[config.mk]
export PLATFORM = sky130hd
export DESIGN_NAME = count_mod_updn
export DESIGN_NICKNAME = d
export VERILOG_FILES = /design/src/rtl/count_pkg.sv /design/src/rtl/count_step_arith.sv /design/src/rtl/count_mod_updn.sv
export SDC_FILE = /design/constraint.sdc
export NUM_CORES = 1
export LEC_CHECK = 0
export ABC_CLOCK_PERIOD_IN_PS = 4500
export BUFFER_PORTS_ARGS = -buffer_cell sky130_fd_sc_hd__buf_2
export CAP_MARGIN = 20
export CORE_MARGIN = 1.5
export CORE_UTILIZATION = 50
export CTS_CLUSTER_SIZE = 20
export DETAILED_ROUTE_END_ITERATION = 8
export PLACE_DENSITY = 0.78
export SLEW_MARGIN = 20
export SYNTH_ARGS = -nofsm -noshare
export SYNTH_HDL_FRONTEND = slang
export SYNTH_SLANG_ARGS = --single-unit
[constraint.sdc]
create_clock -name clk5m -period 4.5 [get_ports clk5m]
set_input_delay 0.225 -clock clk5m [delete_from_list [all_inputs] [get_ports clk5m]]
set_output_delay 0.225 -clock clk5m [all_outputs]
set_load 0.01 [all_outputs]
[src/rtl/count_pkg.sv]
// Shared types for the modulo up/down counter: boundary modes and one-shot FSM states.
package count_pkg;

  typedef enum logic [1:0] {
    CNT_WRAP,
    CNT_SAT,
    CNT_ONESHOT
  } cnt_mode_e;

  typedef enum logic {
    RUN,
    HALT
  } cnt_state_e;

endpackage

[src/rtl/count_step_arith.sv]
// Combinational step arithmetic: next count and boundary-hit flag for one enabled cycle.
module count_step_arith
  import count_pkg::*;
#(
  parameter int unsigned WIDTH   = 11,
  parameter int unsigned MAX_VAL = 1595,
  parameter int unsigned STEP_W  = 4,
  parameter cnt_mode_e   MODE    = CNT_WRAP
) (
  input  logic [WIDTH-1:0]  cnt,
  input  logic [STEP_W-1:0] step,
  input  logic              updn,
  output logic [WIDTH-1:0]  nxt,
  output logic              hit
);

  localparam int unsigned XW = WIDTH + 1;
  localparam logic [WIDTH:0] MaxX = XW'(MAX_VAL);
  localparam logic [WIDTH:0] ModX = XW'(MAX_VAL + 1);

  logic [WIDTH:0] cnt_x;
  logic [WIDTH:0] step_x;
  logic [WIDTH:0] sum;
  logic [WIDTH:0] diff;
  logic [WIDTH:0] nxt_x;

  assign cnt_x  = {1'b0, cnt};
  assign step_x = XW'(step);
  assign sum    = cnt_x + step_x;
  assign diff   = cnt_x - step_x;

  always_comb begin
    nxt_x = cnt_x;
    hit   = 1'b0;
    if (!updn) begin
      if (MODE == CNT_WRAP) begin
        if (sum > MaxX) begin
          nxt_x = sum - ModX;
          hit   = 1'b1;
        end else begin
          nxt_x = sum;
        end
      end else if (sum >= MaxX) begin
        // SAT only flags the first arrival; ONESHOT flags every hit
        nxt_x = MaxX;
        hit   = (MODE == CNT_ONESHOT) || (cnt_x != MaxX);
      end else begin
        nxt_x = sum;
      end
    end else begin
      if (MODE == CNT_WRAP) begin
        if (step_x > cnt_x) begin
          nxt_x = cnt_x + ModX - step_x;
          hit   = 1'b1;
        end else begin
          nxt_x = diff;
        end
      end else if (step_x >= cnt_x) begin
        nxt_x = '0;
        hit   = (MODE == CNT_ONESHOT) || (cnt_x != '0);
      end else begin
        nxt_x = diff;
      end
    end
  end

  assign nxt = nxt_x[WIDTH-1:0];

endmodule

[src/rtl/count_mod_updn.sv]
// Loadable modulo up/down counter with variable step, clear, and wrap/saturate/one-shot modes.
module count_mod_updn
  import count_pkg::*;
#(
  parameter int unsigned WIDTH   = 11,
  parameter int unsigned MAX_VAL = 1595,
  parameter int unsigned STEP_W  = 4,
  parameter cnt_mode_e   MODE    = CNT_WRAP
) (
  input  logic              clk5m,
  input  logic              rst_n,
  input  logic              clr,
  input  logic              en,
  input  logic              load,
  input  logic              updn,
  input  logic [STEP_W-1:0] step,
  input  logic [WIDTH-1:0]  data_in,
  output logic [WIDTH-1:0]  cnt,
  output logic              tc,
  output logic              halted
);

  localparam logic [WIDTH-1:0] MaxCnt = WIDTH'(MAX_VAL);

  logic [WIDTH-1:0] cnt_q, cnt_d;
  logic             tc_q, tc_d;
  cnt_state_e       state_q, state_d;

  logic [WIDTH-1:0] arith_nxt;
  logic             arith_hit;

  count_step_arith #(
    .WIDTH  (WIDTH),
    .MAX_VAL(MAX_VAL),
    .STEP_W (STEP_W),
    .MODE   (MODE)
  ) u_arith (
    .cnt (cnt_q),
    .step(step),
    .updn(updn),
    .nxt (arith_nxt),
    .hit (arith_hit)
  );

  always_comb begin
    cnt_d   = cnt_q;
    tc_d    = 1'b0;
    state_d = state_q;
    if (clr) begin
      cnt_d   = '0;
      state_d = RUN;
    end else if (load) begin
      cnt_d   = (data_in > MaxCnt) ? MaxCnt : data_in;
      state_d = RUN;
    end else if (en && (step != '0) && (state_q != HALT)) begin
      cnt_d = arith_nxt;
      tc_d  = arith_hit;
      if ((MODE == CNT_ONESHOT) && arith_hit) begin
        state_d = HALT;
      end
    end
  end

  always_ff @(posedge clk5m or negedge rst_n) begin
    if (!rst_n) begin
      cnt_q   <= '0;
      tc_q    <= 1'b0;
      state_q <= RUN;
    end else begin
      cnt_q   <= cnt_d;
      tc_q    <= tc_d;
      state_q <= state_d;
    end
  end

  assign cnt    = cnt_q;
  assign tc     = tc_q;
  assign halted = (state_q == HALT);

endmodule

# After elaboration in Yosys (flattened, before gate mapping)
# Index checks and enable logic that the tools add are counted.
totals:
  regBits: 13
  latchBits: 0
  ram_bits: 0
  mem_bits_ro: 0
  in_bits: 21
  out_inout_bits: 13
  wordCells: 32
  mem_count: 0
classes:
  add_sub_neg: 5
  multipliers: 0
  n_div: 0
  n_lt_le_gt_ge: 3
  eq_ne: 0
  shifts: 0
  muxes: 15
  bitwise: 1
  n_reduce_logical: 5
ops:
  columns: ["op", "n"]
  rows:
  - ["11-bit 2-to-1 mux", 7]
  - ["11-bit by 4-bit subtractor with 11-bit output", 2]
  - ["11-bit by 4-bit adder with 12-bit output", 1]
  - ["12-bit by 11-bit greater-than comparator with 1-bit output, second input constant", 1]
  - ["11-bit adder, second input constant", 1]
  - ["11-bit greater-than comparator, second input constant", 1]
  - ["4-bit by 11-bit greater-than comparator with 1-bit output", 1]
  - ["11-bit subtractor, second input constant", 1]
  - ["1-bit 2-to-1 mux", 8]
  - ["4-bit nonzero test", 1]
  - ["3-bit nonzero test", 1]
  - ["1-bit logical AND", 2]
  - ["2-bit nonzero test", 1]
  - ["1-bit inverter", 1]

# Depth between registers and ports, before layout
# Gate-level depths: netlist of the first run.
depth:
  word_depth: 7
  ltp_mapped: 15

# Cells and area by module
# A second synthesis of the first run with hierarchy kept.
hier_totals:
  cells_unflattened: 279
  hier_area_um2: 2215.9
modules_own_cells:
  columns: ["mod", "n_inst", "cells_each", "area_per_inst_um2"]
  rows:
  - ["count_step_arith", 1, 215, 1562.7]
  - ["count_mod_updn", 1, 64, 653.1]

# Worst setup path before layout of the first run
# No wires, ideal clock.
synth_timing:
  kind: "register -> register"
  startpoint: "reg cnt_q[2], in the netlist cnt[2]"
  endpoint: "reg cnt_q[5], in the netlist cnt[5]"
  setup_ns: 0.126
  arrival_ns: 2.915
  required_ns: 4.374
  setup_slack_ns: 1.459
  stages_incl_launch_ff: 15
  path_buffers: 2
  period_less_slack_ns: 3.041
  path_cell_list: "dfrtp_1 -> ha_1 -> buf_6 -> or3b_1 -> and3_4 -> xnor2_1 -> inv_1 -> ha_1 -> nand3b_1 -> a21oi_1 -> a22oi_2 -> o21a_1 -> buf_6 -> a211oi_1 -> a221o_1"
synth_between:
  elab_chain_len: 7
  word_cells_on_any_way: 13
  classes_between: "5 x add/sub; 2 x order compare; 6 x mux"
synth_rtl:
  columns: ["element", "line_no", "text"]
  rows:
  - ["from (decl)", "count_mod_updn.sv:25", "logic [WIDTH-1:0] cnt_q, cnt_d;"]
  - ["from (signal assigned)", "count_mod_updn.sv:70", "cnt_q <= cnt_d;"]
  - ["11-bit by 4-bit adder with 12-bit output or 11-bit adder (tied branches)", "count_step_arith.sv:29, count_step_arith.sv:53", null]
  - ["11-bit subtractor (tied with other cells)", "count_step_arith.sv:38", "nxt_x = sum - ModX;"]
  - ["11-bit 2-to-1 mux, on equally long branches", "count_step_arith.sv:37, count_step_arith.sv:52", null]
  - ["11-bit 2-to-1 mux (*)", "count_step_arith.sv:35", "if (!updn) begin"]
  - ["11-bit 2-to-1 mux (*)", "count_mod_updn.sv:55", "end else if (en && (step != '0) && (state_q != HALT)) begin"]
  - ["11-bit 2-to-1 mux (*)", "count_mod_updn.sv:52", "end else if (load) begin"]
  - ["11-bit 2-to-1 mux (*)", "count_mod_updn.sv:49", "if (clr) begin"]
# Every way passes the cells marked *; elsewhere a longest branch is shown, timed or not. The select of a mux whose other input is x is not followed.
# A chain may end at the register's enable or synchronous reset.

# Final worst setup path of the first run
# Same ends and word-level chain as after synthesis.

==> PnR_summary.wiki, run 1 <==
{| class="wikitable"
! Metric !! Value
|-
| Overall die width || 70.8 um
|-
| Core Region || around 0.0044 mm^2
|-
| Level count of the clock H-tree || 1
|-
| Drc violations || 0
|-
| Worst min-delay path startpoint || data_in[1]
|-
| Cells resized by post-CTS repair || 0
|-
| Routability Congestion || roughly 0.92
|-
| Fraction of the yosys area taken by sequential cells || between 10% and 20%
|-
| Die Y || around 71 um
|-
| Via density per instance || between 6 and 7
|-
| Vias in the first global route || about 2200
|-
| All-layer global routing usage || between 20% and 30%
|-
| Fillers || 422
|-
| Unique cell type count in the Yosys netlist || ~70
|-
| Met1 wire length || approximately 2.7 mm
|-
| Static leakage || 1.14 nW
|-
| Count of final hold-check violations || 0
|-
| Final std cell area, no fill || 0.00252 mm^2
|-
| Starting Density || 52.4%
|-
| Synth Instances || 300
|-
| Hold Path Cell Cnt || 3
|-
| Commonest non-fill, non-tap cell in the layout || sky130_fd_sc_hd__buf_2
|-
| Max-slew violation count || 0
|-
| Number of nets produced by synthesis || between 300 and 400
|-
| Total clock sinks || 12
|-
| Hold-critical path endpoint || cnt[1]
|-
| Total overflow reported by the global router || 0
|-
| Top-level port count || 34
|-
| Required time reported for the critical path endpoint || 4630 ps
|-
| Post-synth EDFFs || 0
|-
| Worst hold-check path type || in -> reg
|-
| Synthesized flop and latch total || 12
|-
| Initial detailed-routing violation count || between 150 and 200
|-
| Root buffer selected by CTS || sky130_fd_sc_hd__clkbuf_8
|-
| Setup TNS || 0 ps
|-
| Critical Path AT || around 3600 ps
|-
| Run status || finished clean
|-
| Maximum clock insertion buffer count || 2
|-
| Inserted Clock Buffers || 3
|-
| Ant. Diodes || 0
|-
| Clock tree from TritonCTS || yes
|-
| Number of antenna violations at the first check in global routing || 0
|-
| Combined area of the multi-input logic cells || roughly 0.0018 mm^2
|-
| Post-layout net count || roughly 370
|-
| Worst setup path category || reg -> reg
|-
| Pin count of the biggest net entering global routing || 22
|-
| Final critical delay including setup and external delays || 3430 ps
|-
| Relative area change from synthesis to final layout || 9.59%
|-
| Vias after detailed routing || between 2000 and 2500
|-
| Met2 wirelength from detailed routing || 2.97 mm
|-
| Overall routed net length || 6.29 mm
|-
| Maximum clock frequency || around 290 MHz
|-
| Worst R2R Path Depth || 12
|-
| Maxcap violations || 0
|-
| Mean routed wirelength per cell || between 15 and 20 um
|-
| Synthesis Warnings || 0
|-
| Capture instance of the worst register-to-register path || cnt[5]
|-
| Die area || 0.00501 mm^2
|-
| Most frequent cells in the layout || sky130_fd_sc_hd__buf_2 (32), sky130_fd_sc_hd__inv_1 (26), sky130_fd_sc_hd__ha_1 (26)
|-
| Worst setup EP type || register
|-
| Wire length of the first global-routing pass || about 11 mm
|-
| Transition time of the tightest slew-check pin || approximately 650 ps
|-
| Mean instance size in the synthesized netlist || about 7.7 um^2
|-
| Slack of the worst reg-to-reg path || 1070 ps
|-
| Async set-reset flop share out of synthesis || between 90% and 100%
|-
| Number of cell rows || 24
|-
| Number of detailed-route iterations in the first pass || 5
|-
| Max-slew headroom || 56.5%
|-
| Setup Skew || between 5 and 6 ps
|-
| Areal power density over the cells || approximately 290 mW/mm^2
|-
| Residual antenna-violating net count after detailed routing || 0
|-
| Period Utilization, post-route || 76.2%
|-
| DP Wirelength || approximately 4.9 mm
|-
| Launching point of the worst reg2reg path || cnt[2]
|-
| Area of the mapped netlist || between 0.002 and 0.0025 mm^2
|-
| Highest metal layer used by the detailed router || met4
|-
| Unrepaired setup endpoints after global routing || false
|-
| Worst ir drop on vdd || between 0.15 and 0.2 mV
|-
| Max FO, Critical Path || 10
|-
| Number of port buffers || 32
|-
| Clock latency on the worst-skew pair || about 250 ps
|-
| Final setup violation count || 0
|-
| Placement Cell Area || between 0.002 and 0.0025 mm^2
|-
| Clock transition time at the flip-flop clock pins of the worst setup and hold paths || approximately 60 ps
|-
| Met3 routed wirelength || 525 um
|-
| Share of layout cells above drive strength 1 || ~16%
|-
| Register area || ~300 um^2
|-
| Most instantiated flip-flop cell in the synthesis netlist || sky130_fd_sc_hd__dfrtp_1
|-
| Critical Path Start Type || register
|}
[power breakdown]
group / leakage, nW / internal (mW) / switching [mW]
clock network: 0.0288 / 0.0774 / 0.0418
registers: 0.156 / 0.123 / 0.0412
logic: 0.960 / 0.180 / 0.257
total: 1.14 / 0.381 / 0.340
[critical path, stage by stage, from the launching register on]
cell and delay [ps]:
sky130_fd_sc_hd__dfrtp_1 440, sky130_fd_sc_hd__ha_1 440, sky130_fd_sc_hd__or3b_1 450, sky130_fd_sc_hd__and3_4 210, sky130_fd_sc_hd__xnor2_1 310, sky130_fd_sc_hd__inv_1 120
sky130_fd_sc_hd__ha_1 210, sky130_fd_sc_hd__nand3b_1 80, sky130_fd_sc_hd__a21oi_1 50, sky130_fd_sc_hd__a22oi_2 220, sky130_fd_sc_hd__o21a_1 330, sky130_fd_sc_hd__a211oi_1 120
sky130_fd_sc_hd__a221o_1 330
[flip-flops by register name, indices dropped and copies added (netlist names)]
register / cells
cnt: 11
tc: 1
[Yosys cell counts, drive strengths merged, types with 3 or more instances]
| master | number | area share (%) |
|---|---|---|
| xor2 | 5 | 1.9 |
| a211oi | 5 | 1.6 |
| nand3 | 8 | 2.0 |
| inv | 26 | 4.2 |
| a22oi | 3 | 1.4 |
| ha | 26 | 14 |
| nand2b | 4 | 1.1 |
| a221oi | 3 | 1.1 |
| o21ai | 18 | 4.1 |
| nand2 | 24 | 3.9 |
| nor3 | 9 | 2.2 |
| nand3b | 4 | 1.3 |
| and2 | 4 | 1.1 |
| a21oi | 19 | 4.1 |
| a31o | 3 | 1.1 |
| nor4 | 4 | 1.1 |
| mux2i | 4 | 1.7 |
| o41ai | 6 | 2.9 |
| nor2 | 23 | 3.8 |
| nor2b | 6 | 1.7 |
| o211ai | 3 | 0.98 |
| dfrtp | 12 | 13 |
| xnor2 | 13 | 5.0 |
| clkbuf | 8 | 1.3 |
| o31ai | 3 | 0.98 |
| o2111ai | 5 | 1.9 |
| o21a | 3 | 0.98 |
| buf | 8 | 2.4 |
| or3 | 3 | 0.82 |
| fa | 3 | 2.6 |
[cell type report]
| class | count | share of cell area, % |
|---|---|---|
| multi-input cells | 246 | 72.1 |
| flip-flops and latches | 12 | 11.9 |
| repair buffers | 35 | 7.36 |
| inverters | 26 | 3.88 |
| well taps | 52 | 2.58 |
| clock buffers | 4 | 2.19 |
[how the worst max path moves through the flow]
stage / from / end / slack, ps / depth (start not counted)
after floorplan: cnt[2] / cnt[5] / 1460 / 14
after global placement: step[2] / cnt[5] / 1230 / 14
after detailed placement: step[2] / cnt[5] / 1150 / 14
after CTS: cnt[2] / cnt[5] / 1120 / 12
after global routing: cnt[2] / cnt[5] / 910 / 12
final: cnt[2] / cnt[5] / 1070 / 12
[what timing repair did]
action,4_1_cts,5_1_grt
buffers inserted,0,0
hold buffers,1,0
endpoints found under the hold margin,12,0
[metrics by stage]
stage / hold slack [ps] / cells / setup slack [ps] / power, mW / utilization [%]
2_1_floorplan: -70.6 / 300 / 1460 / 0.482 / -
3_3_place_gp: 120 / 370 / 1230 / 0.583 / 55.9
3_5_place_dp: 121 / 370 / 1150 / 0.590 / 55.9
4_1_cts: 267 / 375 / 1120 / 0.715 / 57.4
5_1_grt: 306 / 375 / 910 / 0.782 / 57.4
6_report: 262 / 375 / 1070 / 0.721 / 57.4
[routing by layer]
| metal | global-route usage, % | up-vias |
|---|---|---|
| met4 | 6.29 | 0 |
| met2 | 44.7 | 97 |
| met1 | 36.6 | 1091 |
| li1 | - | 1145 |
| met3 | 2.28 | 11 |
| met5 | 0 | - |
[cells by family after synthesis]
group | count (synthesis) | share of synthesized area (%)
AOI/OAI and AO/OA | 90 | 29.2
xor gates and xnor gates | 18 | 6.86
adders and majority gates | 29 | 16.8
buffers and inverters | 42 | 7.95
DFF | 12 | 13.1
muxes | 5 | 2.23
other | 1 | 0.163
and+or+nand+nor | 103 | 23.7
No activity file was read; power rests on OpenSTA's default activity.
==> run 2: changes to the inputs <==
--- a/config.mk
+++ b/config.mk
@@ -5,7 +5,7 @@
 export SDC_FILE = /design/constraint.sdc
 export NUM_CORES = 1
 export LEC_CHECK = 0
-export ABC_CLOCK_PERIOD_IN_PS = 4500
+export ABC_CLOCK_PERIOD_IN_PS = 3300
 export BUFFER_PORTS_ARGS = -buffer_cell sky130_fd_sc_hd__buf_2
 export CAP_MARGIN = 20
 export CORE_MARGIN = 1.5
==> constraint.sdc (replaced) <==
create_clock -name clk5m -period 3.3 [get_ports clk5m]
set_input_delay 0.165 -clock clk5m [delete_from_list [all_inputs] [get_ports clk5m]]
set_output_delay 0.165 -clock clk5m [all_outputs]
set_load 0.01 [all_outputs]
==> run 2 against run 1 <==
  * Global-route usage is 1.5 points higher
  * Clock-buffer cell count is 1 lower
  * First-iteration DRC count rose by 3.6%
  * Die area stayed put
  * Clock power up 14%
  * Sequential power grew 27%
  * Sequential share of layout area fell by 0.40 points
  * Clock skew about the same
  * Worst hold slack got worse by 38 ps
  * Power grew 39%
  * Wire length increased by 6.0%
  * Critical path type unchanged
  * Largest power group unchanged
==> PnR_summary.wiki, run 2 (synthesis results as in run 1) <==
{| class="wikitable"
! Metric !! Value
|-
| Number of flip-flops in the largest register || 11
|-
| Die Y || between 70 and 80 um
|-
| Top-level port count || 34
|-
| Number of cell rows || 24
|-
| Cell with the biggest individual delay on the critical path || sky130_fd_sc_hd__dfrtp_1
|-
| Run status || finished clean
|-
| Max-slew violation count || 0
|-
| Routability Congestion || approximately 0.95
|-
| Pin count of the biggest net entering global routing || 22
|-
| Most used routing layer || met2
|-
| Level count of the clock H-tree || 1
|-
| Placed insts || between 300 and 400
|-
| Worst hold-check path type || in -> reg
|-
| Core Region || 0.00438 mm^2
|-
| Vias after detailed routing || about 2400
|-
| Number of antenna violations at the first check in global routing || 0
|-
| Commonest non-fill, non-tap cell in the layout || sky130_fd_sc_hd__buf_2
|-
| Critical Path, Cell by Cell || ha_1, or3b_1, and3_4, xnor2_1, inv_1, ha_1, nand3b_1, a21oi_1, a22oi_2, o21a_4, a211oi_1, a221o_1
|-
| Total overflow reported by the global router || 0
|-
| Critical Path AT || 3280 ps
|-
| Register area || 300 um^2
|-
| Transition time of the tightest slew-check pin || roughly 630 ps
|-
| Most frequent cells in the layout || sky130_fd_sc_hd__buf_2 (32), sky130_fd_sc_hd__inv_1 (26), sky130_fd_sc_hd__ha_1 (26)
|-
| Clock tree from TritonCTS || yes
|-
| Unrepaired setup endpoints after global routing || false
|-
| Areal power density over the cells || 385 mW/mm^2
|-
| Slowest Stage Delay on Critical Path || 460 ps
|-
| Count of final hold-check violations || 0
|-
| Final critical delay including setup and external delays || between 3000 and 4000 ps
|-
| Worst setup EP type || register
|-
| Setup Skew || 4.99 ps
|-
| Wire length of the first global-routing pass || 11.4 mm
|-
| Combined area of the multi-input logic cells || 0.00184 mm^2
|-
| Static leakage || around 1.2 nW
|-
| Overall die width || roughly 70 um
|-
| Residual antenna-violating net count after detailed routing || 0
|-
| Most Frequent Cell on Critical Path || sky130_fd_sc_hd__ha_1
|-
| Overall routed net length || about 6.7 mm
|-
| Final setup violation count || 0
|-
| Maximum clock frequency || around 320 MHz
|-
| Die area || 0.00501 mm^2
|-
| Max FO, Critical Path || 8
|-
| Post-route non-filler standard cell count || around 380
|-
| DP Wirelength || roughly 5.4 mm
|-
| Required time reported for the critical path endpoint || 3420 ps
|-
| Buffers inserted during post-CTS setup optimization || 0
|-
| Root buffer selected by CTS || sky130_fd_sc_hd__clkbuf_8
|-
| Max-slew headroom || between 50% and 60%
|-
| Maximum clock insertion buffer count || 2
|-
| Share of layout cells above drive strength 1 || around 20%
|-
| Inserted Clock Buffers || 3
|-
| Number of port buffers || 32
|-
| Grt met1 use || between 30% and 40%
|-
| Vias in the first global route || approximately 2400
|-
| Fillers || 407
|-
| Number of detailed-route iterations in the first pass || 5
|-
| Critical Path Start Type || register
|-
| Post-layout net count || ~380
|-
| Worst ir drop on vdd || ~0.23 mV
|-
| Drc violations || 0
|-
| All-layer global routing usage || ~28%
|-
| Via density per instance || 6.35
|-
| Initial detailed-routing violation count || about 170
|-
| Period Utilization, post-route || around 96%
|-
| Met3 layer usage reported by global route || between 3 and 4%
|-
| Ant. Diodes || 0
|-
| Mean routed wirelength per cell || 17.4 um
|-
| Maxcap violations || 0
|-
| GR met2 Demand/Resource || 45.3%
|-
| Total clock sinks || 12
|-
| Clock latency on the worst-skew pair || roughly 240 ps
|-
| Starting Density || about 52%
|-
| Setup TNS || 0 ps
|-
| Worst setup path category || reg -> reg
|-
| Relative area change from synthesis to final layout || 13.4%
|-
| Clock transition time at the flip-flop clock pins of the worst setup and hold paths || about 60 ps
|}
[run 2: changes by cell type in the layout (fill, tap and decap cells not counted)]
cell / before / now
sky130_fd_sc_hd__o21ai_1: 2 / 1
sky130_fd_sc_hd__o311ai_1: 0 / 1
sky130_fd_sc_hd__o311ai_0: 1 / 0
sky130_fd_sc_hd__o21a_1: 3 / 2
sky130_fd_sc_hd__o41ai_1: 4 / 2
sky130_fd_sc_hd__buf_4: 2 / 12
sky130_fd_sc_hd__o21a_4: 0 / 1
sky130_fd_sc_hd__o21ai_2: 1 / 2
sky130_fd_sc_hd__o41ai_2: 2 / 4
sky130_fd_sc_hd__clkbuf_8: 4 / 3
[run 2: area by class of cell]
class | instances | area share, %
tap | 52 | 2.50
timing repair buffer | 45 | 9.99
inverter | 26 | 3.75
multi-input combinational | 246 | 70.7
sequential | 12 | 11.5
clock buffer | 3 | 1.59
[run 2: final timing paths]
| path | start | to | slack [ps] | depth (start not counted) |
|---|---|---|---|---|
| worst max-delay path | cnt[1] | cnt[5] | 140 | 12 |
| worst min-delay path | data_in[1] | cnt[1] | 220 | 3 |
| worst max register to register | cnt[1] | cnt[5] | 140 | 12 |
| worst min register to register | cnt[0] | cnt[0] | 540 | 2 |
| max in group asynchronous | rst_n | cnt[9] | 2700 | 2 |
| min in group asynchronous | rst_n | tc | 370 | 2 |
[run 2: worst max-delay path, delay by kind of cell, from the launching register on]
family	cells	cell delay, ps
fa+ha+maj	2	570
simple gates	3	710
xor+xnor	1	190
buf+inv	1	100
flops	1	460
compound gates	5	990
[run 2: per-layer routing]
| metal | part of all wire [%] | vias up |
|---|---|---|
| li1 | - | 1156 |
| met1 | 44 | 1159 |
| met2 | 46 | 104 |
| met3 | 6.8 | 21 |
| met4 | 3.6 | 0 |
| met5 | 0 | - |
[run 2: metrics by stage]
stage / hold slack, ps / utilization, % / instance area [um^2] / setup WS, ps / power, mW
after CTS: 230 / 58.8 / 2580 / 54.8 / 0.978
after floorplan: -131 / - / 2300 / 259 / 0.657
after detailed placement: 58.8 / 57.6 / 2530 / 73.6 / 0.838
final: 224 / 59.4 / 2610 / 137 / 1.00
after global placement: 59.5 / 57.6 / 2530 / 189 / 0.826
after global routing: 256 / 59.4 / 2610 / 17.6 / 1.08
[run 2: repair_timing]
action,4_1_cts,5_1_grt
setup endpoints to repair,0,6
hold endpoints to repair,12,0
hold buffers,1,0
resized for setup,0,6
[run 2: power breakdown]
part / switching [mW] / leakage (nW) / internal, mW
Combinational: 0.384 / 1.02 / 0.273
Sequential: 0.0407 / 0.156 / 0.168
Clock: 0.0556 / 0.0216 / 0.0805
Total: 0.480 / 1.20 / 0.522
==> run 3: changes to the inputs <==
==> constraint.sdc (replaced) <==
create_clock -name clk5m -period 3.3 [get_ports clk5m]
set_input_delay 0.165 -clock clk5m [delete_from_list [all_inputs] [get_ports clk5m]]
set_output_delay 0.165 -clock clk5m [all_outputs]
set_load 0.05 [all_outputs]
==> run 3 against run 2 <==
  * Maximum frequency fell by 2.8%
  * Global-route usage fell by 0.093 points
  * Combinational power rose by 12%
  * Critical path type unchanged
  * Critical endpoint is now cnt[8]
  * Largest cell class unchanged
==> PnR_summary.wiki, run 3 (synthesis results as in run 1) <==
{| class="wikitable"
! Metric !! Value
|-
| Level count of the clock H-tree || 1
|-
| Vias in the first global route || 2359
|-
| Final setup violation count || 0
|-
| Slowest Stage Delay on Critical Path || 470 ps
|-
| Placement Cell Area || around 0.0025 mm^2
|-
| Maxcap violations || 0
|-
| Critical Path Start Type || register
|-
| Commonest non-fill, non-tap cell in the layout || sky130_fd_sc_hd__buf_2
|-
| Pin count of the biggest net entering global routing || 22
|-
| Critical Path AT || between 3000 and 4000 ps
|-
| Number of flip-flops in the largest register || 11
|-
| Part of the total power dissipated in sequential elements || about a fifth
|-
| Max-slew headroom || around 59%
|-
| Areal power density over the cells || about 420 mW/mm^2
|-
| Clock latency on the worst-skew pair || approximately 250 ps
|-
| DP Wirelength || ~5.4 mm
|-
| Root buffer selected by CTS || sky130_fd_sc_hd__clkbuf_8
|-
| Maximum clock insertion buffer count || 2
|-
| Fillers || 403
|-
| Routability Congestion || roughly 0.93
|-
| Clock transition time at the flip-flop clock pins of the worst setup and hold paths || about 60 ps
|-
| Cell family contributing the most delay on the critical path || compound AO/OA/AOI/OAI gates
|-
| Total overflow reported by the global router || 0
|-
| Worst setup path category || reg -> reg
|-
| Run status || finished clean
|-
| Worst hold-check path type || in -> reg
|-
| Residual antenna-violating net count after detailed routing || 0
|-
| Power spent charging and discharging nets || 564 uW
|-
| Cell with the biggest individual delay on the critical path || sky130_fd_sc_hd__or4_1
|-
| Number of antenna violations at the first check in global routing || 0
|-
| All-layer global routing usage || roughly 28%
|-
| Number of detailed-route iterations in the first pass || 6
|-
| Post-layout net count || about 390
|-
| Combined area of the multi-input logic cells || ~0.0018 mm^2
|-
| Relative area change from synthesis to final layout || 14.7%
|-
| Worst ir drop on vdd || about 0.34 mV
|-
| Mean routed wirelength per cell || 18.1 um
|-
| Most frequent cells in the layout || sky130_fd_sc_hd__buf_2 (32), sky130_fd_sc_hd__inv_1 (26), sky130_fd_sc_hd__nand2_1 (24), sky130_fd_sc_hd__ha_1 (24), sky130_fd_sc_hd__nor2_1 (23)
|-
| Register area || between 300 and 400 um^2
|-
| Vias after detailed routing || 2452
|-
| Number of cell rows || 24
|-
| Ant. Diodes || 0
|-
| Wire length of the first global-routing pass || ~11 mm
|-
| Starting Density || between 50% and 60%
|-
| Maximum clock frequency || around 310 MHz
|-
| Drc violations || 0
|-
| Final std cell area, no fill || roughly 0.0026 mm^2
|-
| Die Y || between 70 and 80 um
|-
| Clock tree from TritonCTS || yes
|-
| Switching share of power || between 50% and 60%
|-
| Total clock sinks || 12
|-
| Period Utilization, post-route || roughly 100%
|-
| Buf/Inv on CP || 1
|-
| Max FO, Critical Path || 4
|-
| Required time reported for the critical path endpoint || 3490 ps
|-
| Setup Skew || about 8.4 ps
|-
| Count of final hold-check violations || 0
|-
| Clock share of power || 13.2%
|-
| Share of layout cells above drive strength 1 || around a fifth
|-
| Overall die width || 70.8 um
|-
| Die area || about 0.005 mm^2
|-
| Min setup slack post-route || approximately 45 ps
|-
| Worst setup EP type || register
|-
| Number of port buffers || 32
|-
| Top-level port count || 34
|-
| Overall routed net length || about 7 mm
|-
| Design internal power || around 530 uW
|-
| Critical Path, Cell by Cell || ha_2, fa_1, nor2b_2, or4_1, o32a_1, a21bo_1, a22oi_2, o21ai_2, buf_4, o41ai_2, a41o_1
|-
| Inserted Clock Buffers || 3
|-
| Via density per instance || around 6.3
|-
| Transition time of the tightest slew-check pin || 612 ps
|-
| Initial detailed-routing violation count || around 170
|-
| Core Region || between 0.004 and 0.005 mm^2
|-
| Max-slew violation count || 0
|-
| Static leakage || between 1 and 1.5 nW
|-
| Fraction of power consumed by combinational cells || around 67%
|-
| Post-place setup slack || about 63 ps
|-
| Final critical delay including setup and external delays || 3250 ps
|}
==> run 3: changes by cell type in the layout (fill, tap and decap cells not counted), moves of 2 or more <==
cell / previous run / this run
sky130_fd_sc_hd__ha_1: 26 / 24
sky130_fd_sc_hd__buf_4: 12 / 14
sky130_fd_sc_hd__dfrtp_1: 12 / 10
sky130_fd_sc_hd__dfrtp_2: 0 / 2
==> run 3: path summary, 6_finish.rpt <==
check,startpoint,to,slack (ps),cells after the start
setup / recovery,cnt[0],cnt[8],50,11
hold / removal,data_in[1],cnt[1],200,3
setup reg to reg,cnt[0],cnt[8],50,11
hold reg to reg,cnt[0],cnt[0],540,2
max in group asynchronous,rst_n,cnt[1],2730,2
min in group asynchronous,rst_n,cnt[0],320,2
==> run 3: tightest hold or removal path, delay by kind of cell <==
kind,cells,cell delay (ps)
buffers and inverters,1,90
AND/OR/NAND/NOR,1,90
AO/OA/AOI/OAI,1,70
==> run 3: routing by layer <==
layer	global-route usage [%]	routed length, um	vias to the layer above	share of wire [%]
li1	-	-	1163	-
met1	37.0	2890	1138	41
met2	45.3	3200	125	46
met3	2.71	648	26	9.2
met4	13.8	277	0	3.9
met5	0	0	-	0
==> run 3: through the flow <==
stage / power (mW) / util [%] / cells / setup TNS [ps] / hold WS [ps]
2_1_floorplan: 0.725 / - / 300 / 0 / -131
3_3_place_gp: 0.894 / 57.7 / 380 / 0 / 62.6
3_5_place_dp: 0.912 / 57.7 / 380 / 0 / 64.6
4_1_cts: 1.06 / 59.0 / 385 / 0 / 211
5_1_grt: 1.18 / 60.1 / 387 / -30.5 / 219
6_report: 1.10 / 60.1 / 387 / 0 / 203
==> run 3: area by class of cell <==
| type | count | area share, % |
|---|---|---|
| clock buffer | 4 | 1.71 |
| inverter | 26 | 3.71 |
| multi-input combinational | 246 | 70.2 |
| timing repair buffer | 47 | 10.5 |
| tap | 52 | 2.47 |
| sequential | 12 | 11.5 |
==> run 3: power groups by stage <==
stage               logic (mW)  clock network [mW]  registers, mW
floorplan                0.448                   0          0.277
global placement         0.680                   0          0.215
detailed placement       0.695                   0          0.217
CTS                      0.703               0.143          0.215
global route             0.802               0.152          0.222
finish                   0.733               0.144          0.219
==> run 3: repair_timing <==
| item | 4_1_cts | 5_1_grt |
|---|---|---|
| hold buffers | 1 | 0 |
| endpoints found under the hold margin | 12 | 0 |
| setup buffers | 0 | 2 |
| setup endpoints to repair | 0 | 4 |
| resized for setup | 0 | 6 |
